**config.mk**
```make
export PLATFORM = sky130hd
export DESIGN_NAME = pixart_emu
export DESIGN_NICKNAME = d
export VERILOG_FILES = /design/src/rtl/pixart_emu.sv
export SDC_FILE = /design/constraint.sdc
export NUM_CORES = 1
export LEC_CHECK = 0
export CAP_MARGIN = 10
export CORE_ASPECT_RATIO = 2
export CORE_MARGIN = 5
export CORE_UTILIZATION = 54
export CTS_CLUSTER_DIAMETER = 80
export CTS_CLUSTER_SIZE = 28
export DETAILED_ROUTE_END_ITERATION = 6
export HOLD_SLACK_MARGIN = 0.05
export PLACE_DENSITY = 0.78
export SLEW_MARGIN = 20
export SYNTH_ARGS = -nofsm -noshare
export SYNTH_HDL_FRONTEND = slang
export SYNTH_SLANG_ARGS = --single-unit
```
**constraint.sdc**
```tcl
create_clock -name clk -period 2.85 [get_ports clk]
set_clock_uncertainty 0.2 [all_clocks]
set_input_delay 0.57 -clock clk [delete_from_list [all_inputs] [get_ports clk]]
set_output_delay 0.57 -clock clk [all_outputs]
set_load 0.01 [all_outputs]
```
**src/rtl/pixart_emu.sv**
```systemverilog
`default_nettype none
// ============================================================================
// Module   : pixart_emu
// Purpose  : I2C target emulating the PixArt IR camera: accepts register
//            writes and serves 16-byte blob reports from input ports.
//            Optional PIXART_EMU_SNAPSHOT_EN latches blob inputs per report.
// Revision : 1.0  initial release
// ============================================================================
module pixart_emu #(
    parameter logic [6:0] I2C_ADDR    = 7'h58,
    parameter int         SYNC_STAGES = 2
) (
    input  logic       clk,
    input  logic       reset_n,
    input  logic       scl_in,
    input  logic       sda_in,
    output logic       sda_oe,
    input  logic [9:0] blob_x,
    input  logic [9:0] blob_y,
    input  logic [3:0] blob_size,
    input  logic       blob_valid,
    output logic       cfg_wr,
    output logic [7:0] cfg_addr,
    output logic [7:0] cfg_data,
    output logic       busy
);

    typedef enum logic [2:0] {
        ST_IDLE     = 3'd0,
        ST_ADDR     = 3'd1,
        ST_ADDR_ACK = 3'd2,
        ST_WR_BYTE  = 3'd3,
        ST_WR_ACK   = 3'd4,
        ST_RD_BYTE  = 3'd5,
        ST_RD_ACK   = 3'd6
    } state_t;

    logic [SYNC_STAGES-1:0] scl_sync;
    logic [SYNC_STAGES-1:0] sda_sync;
    logic                   scl_q;
    logic                   sda_q;
    logic [SYNC_STAGES:0]   armed;

    // Edges are suppressed until the chain holds real pad samples, so a
    // reset in the middle of a transfer cannot fake a START or STOP.
    always_ff @(posedge clk or negedge reset_n) begin
        if (!reset_n) begin
            scl_sync <= '1;
            sda_sync <= '1;
            scl_q    <= 1'b1;
            sda_q    <= 1'b1;
            armed    <= '0;
        end else begin
            scl_sync <= {scl_sync[SYNC_STAGES-2:0], scl_in};
            sda_sync <= {sda_sync[SYNC_STAGES-2:0], sda_in};
            scl_q    <= scl_sync[SYNC_STAGES-1];
            sda_q    <= sda_sync[SYNC_STAGES-1];
            armed    <= {armed[SYNC_STAGES-1:0], 1'b1};
        end
    end

    logic scl_s, sda_s, live;
    logic scl_rise, scl_fall, bus_start, bus_stop;

    assign scl_s     = scl_sync[SYNC_STAGES-1];
    assign sda_s     = sda_sync[SYNC_STAGES-1];
    assign live      = armed[SYNC_STAGES];
    assign scl_rise  = live &  scl_s & ~scl_q;
    assign scl_fall  = live & ~scl_s &  scl_q;
    assign bus_start = live &  scl_s &  scl_q &  sda_q & ~sda_s;
    assign bus_stop  = live &  scl_s &  scl_q & ~sda_q &  sda_s;

    state_t     state;
    logic [3:0] bit_cnt;
    logic [7:0] shreg;
    logic       rw;
    logic       ptr_loaded;
    logic [7:0] ptr;
    logic [3:0] idx;
    logic       rd_hit;
    logic [7:0] wr_byte;

    assign rd_hit  = (state == ST_ADDR) & scl_fall & (bit_cnt == 4'd8) &
                     (shreg[7:1] == I2C_ADDR) & shreg[0];
    assign wr_byte = {shreg[6:0], sda_s};

    logic [9:0] src_x;
    logic [9:0] src_y;
    logic [3:0] src_size;
    logic       src_valid;

`ifdef PIXART_EMU_SNAPSHOT_EN
    always_ff @(posedge clk or negedge reset_n) begin
        if (!reset_n) begin
            src_x     <= '0;
            src_y     <= '0;
            src_size  <= '0;
            src_valid <= 1'b0;
        end else if (rd_hit) begin
            src_x     <= blob_x;
            src_y     <= blob_y;
            src_size  <= blob_size;
            src_valid <= blob_valid;
        end
    end
`else
    assign src_x     = blob_x;
    assign src_y     = blob_y;
    assign src_size  = blob_size;
    assign src_valid = blob_valid;
`endif

    logic [3:0] load_idx;
    logic [7:0] next_byte;

    always_comb begin
        load_idx  = (state == ST_ADDR_ACK) ? 4'd0 : idx + 4'd1;
        next_byte = 8'hFF;
        case (load_idx)
            4'd0:    next_byte = 8'h00;
            4'd1:    if (src_valid) next_byte = src_x[7:0];
            4'd2:    if (src_valid) next_byte = src_y[7:0];
            4'd3:    if (src_valid) next_byte = {src_y[9:8], src_x[9:8], src_size};
            default: next_byte = 8'hFF;
        endcase
    end

    always_ff @(posedge clk or negedge reset_n) begin
        if (!reset_n) begin
            state      <= ST_IDLE;
            bit_cnt    <= 4'd0;
            shreg      <= 8'h00;
            rw         <= 1'b0;
            ptr_loaded <= 1'b0;
            ptr        <= 8'h00;
            idx        <= 4'd0;
            sda_oe     <= 1'b0;
            cfg_wr     <= 1'b0;
            cfg_addr   <= 8'h00;
            cfg_data   <= 8'h00;
            busy       <= 1'b0;
        end else begin
            cfg_wr <= 1'b0;
            if (bus_stop) begin
                state  <= ST_IDLE;
                sda_oe <= 1'b0;
                busy   <= 1'b0;
            end else if (bus_start) begin
                state      <= ST_ADDR;
                bit_cnt    <= 4'd0;
                sda_oe     <= 1'b0;
                ptr_loaded <= 1'b0;
            end else begin
                case (state)
                    ST_IDLE: ;
                    ST_ADDR: begin
                        if (scl_rise) begin
                            shreg   <= wr_byte;
                            bit_cnt <= bit_cnt + 4'd1;
                        end else if (scl_fall && bit_cnt == 4'd8) begin
                            if (shreg[7:1] == I2C_ADDR) begin
                                state  <= ST_ADDR_ACK;
                                rw     <= shreg[0];
                                sda_oe <= 1'b1;
                                busy   <= 1'b1;
                            end else begin
                                state <= ST_IDLE;
                                busy  <= 1'b0;
                            end
                        end
                    end
                    ST_ADDR_ACK: begin
                        if (scl_fall) begin
                            bit_cnt <= 4'd0;
                            if (rw) begin
                                state  <= ST_RD_BYTE;
                                idx    <= load_idx;
                                shreg  <= next_byte;
                                sda_oe <= ~next_byte[7];
                            end else begin
                                state  <= ST_WR_BYTE;
                                sda_oe <= 1'b0;
                            end
                        end
                    end
                    ST_WR_BYTE: begin
                        if (scl_rise) begin
                            shreg   <= wr_byte;
                            bit_cnt <= bit_cnt + 4'd1;
                            if (bit_cnt == 4'd7) begin
                                if (!ptr_loaded) begin
                                    ptr        <= wr_byte;
                                    ptr_loaded <= 1'b1;
                                end else begin
                                    cfg_wr   <= 1'b1;
                                    cfg_addr <= ptr;
                                    cfg_data <= wr_byte;
                                    ptr      <= ptr + 8'd1;
                                end
                            end
                        end else if (scl_fall && bit_cnt == 4'd8) begin
                            state  <= ST_WR_ACK;
                            sda_oe <= 1'b1;
                        end
                    end
                    ST_WR_ACK: begin
                        if (scl_fall) begin
                            state   <= ST_WR_BYTE;
                            bit_cnt <= 4'd0;
                            sda_oe  <= 1'b0;
                        end
                    end
                    ST_RD_BYTE: begin
                        if (scl_fall) begin
                            if (bit_cnt == 4'd7) begin
                                state  <= ST_RD_ACK;
                                sda_oe <= 1'b0;
                            end else begin
                                shreg   <= {shreg[6:0], 1'b0};
                                sda_oe  <= ~shreg[6];
                                bit_cnt <= bit_cnt + 4'd1;
                            end
                        end
                    end
                    ST_RD_ACK: begin
                        // A NACK ends the read as soon as it is sampled.
                        if (scl_rise && sda_s) begin
                            state  <= ST_IDLE;
                            sda_oe <= 1'b0;
                            busy   <= 1'b0;
                        end else if (scl_fall) begin
                            state   <= ST_RD_BYTE;
                            bit_cnt <= 4'd0;
                            idx     <= load_idx;
                            shreg   <= next_byte;
                            sda_oe  <= ~next_byte[7];
                        end
                    end
                    default: state <= ST_IDLE;
                endcase
            end
        end
    end

endmodule
`default_nettype wire

```
==> results.py <==
metrics = {
    "status": {
        "status": "finished clean",
    },
    "synth": {
        "async_flop_share": 1.00,
        "synth_warnings": 0,
        "synthTopCellsByArea": "dfrtp_1 40%, dfstp_2 5.0%, mux2_2 4.3%, o21ai_0 3.6%, nor2_1 3.3%",
        "synth_edf_count": 0,
        "postSynthAreaPerCell_um2": 10.2,
        "ys_ff_latch": 57,
        "synth_cells": 312,
        "synth_top_area_frac": 0.402,
        "yosysMostFrequentCell": "dfrtp_1",
        "ys_types": 65,
        "yosys_most_used_dff": "dfrtp_1",
        "yosys.area.top_type": "dfrtp_1",
        "synth_area_um2": 3180,
        "synth_commonest_cells": "51 x dfrtp_1, 28 x nor2_1, 23 x o21ai_0",
        "syn-num-nets": 345,
        "yosysSeqAreaShare": 0.451,
    },
    "sta": {
        "drv_slew": 0,
        "post-route-period-util": 0.861,
        "finalHoldViolations": 0,
        "setup_viol": 0,
        "relSlewSlack": 0.607,
        "min_period_ns": 2.45,
        "setup_tns_ns": 0,
        "timing.fmax_mhz": 407,
        "tightest_slew_ns": 0.590,
        "rsz0062_at_grt": "no",
    },
    "finish": {
        "syn2layout_area_growth_pct": 27.9,
        "antenna_cells": 0,
        "final_area_um2": 4060,
        "drive_above_1_share": 0.189,
        "fin_nets": 398,
        "fillers": 426,
    },
    "drt": {
        "ant_nets": 0,
        "dr.pass1.iters": 4,
        "via_per_inst": 6.34,
        "num_vias": 2733,
        "drc": 0,
        "drt_iter0_drc": 192,
        "wl_per_cell_um": 18.4,
        "routed_wl_um": 7920,
    },
    "cts": {
        "cts_resized": 0,
        "numCtsBuffers": 9,
        "clockBufferDepth": 2,
        "cts_max_level": 3,
        "cts_tree": "yes",
        "clk_latency_ns": 0.33,
        "hold_buffers": 0,
        "cts.sinks": 57,
        "clock-root-buffer": "clkbuf_16",
        "cts_setup_buffers": 0,
        "clk_pin_slew_ns": 0.05,
    },
    "setup_path": {
        "slowest_delay_ns": 0.46,
        "cp-end-kind": "register",
        "start_kind": "register",
        "crit_required_ns": 2.87,
        "reg2reg_to": "shreg[1]",
        "cp_max_fo": 9,
        "cp.arrival_ns": 2.48,
        "timing.rr.start": "idx[0]",
        "crit_path_top_delay_cell": "dfrtp_1",
        "reg2reg_depth": 6,
        "path_class": "reg -> reg",
        "rrSetupSlack_ns": 0.40,
        "critPathMostFrequentCell": "a221oi_1",
        "crit_chain": "ha_1 -> or3_1 -> o31ai_4 -> nor3b_4 -> a221oi_1 -> a221oi_1",
    },
    "floorplanning": {
        "coreArea_um2": 5710,
        "rows": 39,
        "io_pins": 48,
        "die_height_um": 118,
        "die-area_um2": 7610,
        "initial_utilization": 0.556,
        "fp.dieW_um": 64.2,
    },
    "power_and_ir_drop": {
        "pwr-share-seq": 0.346,
        "netSwitchingFraction": 0.260,
        "p_leak_nw": 1.88,
        "p_switching_mw": 0.691,
        "vdd_drop_max_mv": 0.887,
        "internal_power_mw": 1.97,
        "powerDensity_nw_per_um2": 655,
        "clkPwrFrac": 0.462,
        "pwr-share-comb": 0.193,
    },
    "grt": {
        "grt_pass1_wl_um": 13000,
        "grt_usage": 0.217,
        "grt-ovfl-total": 0,
        "antenna_found_initial": 0,
        "grt_max_degree": 33,
        "grt_pass1_vias": 2833,
    },
    "placed_design": {
        "io_buffers": 47,
        "routabilityCongestion": 0.921,
        "placed_cell_area_um2": 3720,
        "dp_hpwl_um": 5990,
    },
    "worst_hold_path": {
        "hp-class": "in -> async",
    },
    "flow_run": {
        "max_cap_violations": 0,
    },
}
routing by layer:
metal / vias up / GRT usage / routed length (um)
met5: - / 0 / 0
met4: 0 / 0.146 / 438
met3: 32 / 0.0588 / 325
met2: 79 / 0.387 / 4480
met1: 1344 / 0.209 / 2670
li1: 1278 / - / -
through the flow:
stage | total power, mW | hold WS (ns) | util | std cells | setup slack [ns]
6_report | 2.66 | 0.0433 | 0.712 | 431 | 0.396
5_1_grt | 2.77 | 0.0915 | 0.712 | 431 | 0.238
4_1_cts | 2.68 | 0.0559 | 0.712 | 431 | 0.373
3_5_place_dp | 1.44 | 0.139 | 0.651 | 415 | 0.388
3_3_place_gp | 1.43 | 0.134 | 0.651 | 415 | 0.480
2_1_floorplan | 1.26 | 0.0744 | - | 312 | 0.688
layout by cell type (no fill, tap or decap), types with 4 or more instances in the layout:
cell type        Yosys  layout
nand3_1              7       7
inv_1               17      17
o221a_2              4       4
clkbuf_16            0       9
clkdlybuf4s50_1      0      46
a21o_1               5       5
mux2_4               5       5
dfstp_2              6       6
buf_4                3       8
a21oi_1             19      19
a221oi_1            12      12
o22ai_1              8       8
and3_1              10      10
nand2_1             16      16
dfrtp_1             51      51
o211ai_1             4       4
nor2_1              28      28
nor3_1               6       6
o21ai_0             23      23
mux2_2              12      12
ha_1                 4       4
nand2b_1             4       4
flip-flops by register name, summed over array words and instances (netlist names), 3 cells and up:
register  cells
cfg_addr      8
armed         3
state         3
ptr           8
cfg_data      8
bit_cnt       4
shreg         8
idx           4
worst max-delay path: cells and delay by family, from the launching register on:
family | cells | cell delay, ns
AND/OR/NAND/NOR | 2 | 0.78
AO/OA/AOI/OAI | 3 | 0.63
flip-flops | 1 | 0.46
adder cells (fa/ha/maj) | 1 | 0.28
layout make-up:
class                           count  area (um^2)  area share
Multi-Input combinational cell    224         1600       0.393
Sequential cell                    57         1430       0.353
Timing Repair Buffer               56          546       0.134
Clock buffer                       11          243      0.0597
Clock inverter                      5          103      0.0253
Tap cell                           61         76.3      0.0188
Inverter                           17         63.8      0.0157
power by group through the flow:
stage                     Combinational [mW]  Sequential [mW]  Clock (mW)
after floorplan                        0.350            0.914           0
after global routing                   0.558            0.925        1.29
after CTS                              0.510            0.919        1.25
after detailed placement               0.508            0.932           0
after global placement                 0.503            0.929           0
final                                  0.513            0.920        1.23
worst max-delay path by stage:
stage,start,endpoint,cells after the start
after floorplan,idx[0],shreg[1],7
after global placement,idx[0],shreg[1],6
after detailed placement,idx[0],shreg[1],6
after CTS,idx[0],shreg[1],6
after global routing,idx[0],shreg[6],6
final,idx[0],shreg[1],6
cells by family (layout without fill, tap and decap cells):
family	Yosys count	after routing	share of synthesized area
buffers and inverters	31	89	0.0457
XOR/XNOR	1	1	0.00276
AND/OR/NAND/NOR	101	101	0.194
flip-flops	57	57	0.451
adder cells (fa/ha/maj)	4	4	0.0158
multiplexers	20	20	0.0756
AO/OA/AOI/OAI	97	97	0.213
other	1	1	0.00118
No activity file was read; power rests on OpenSTA's default activity.
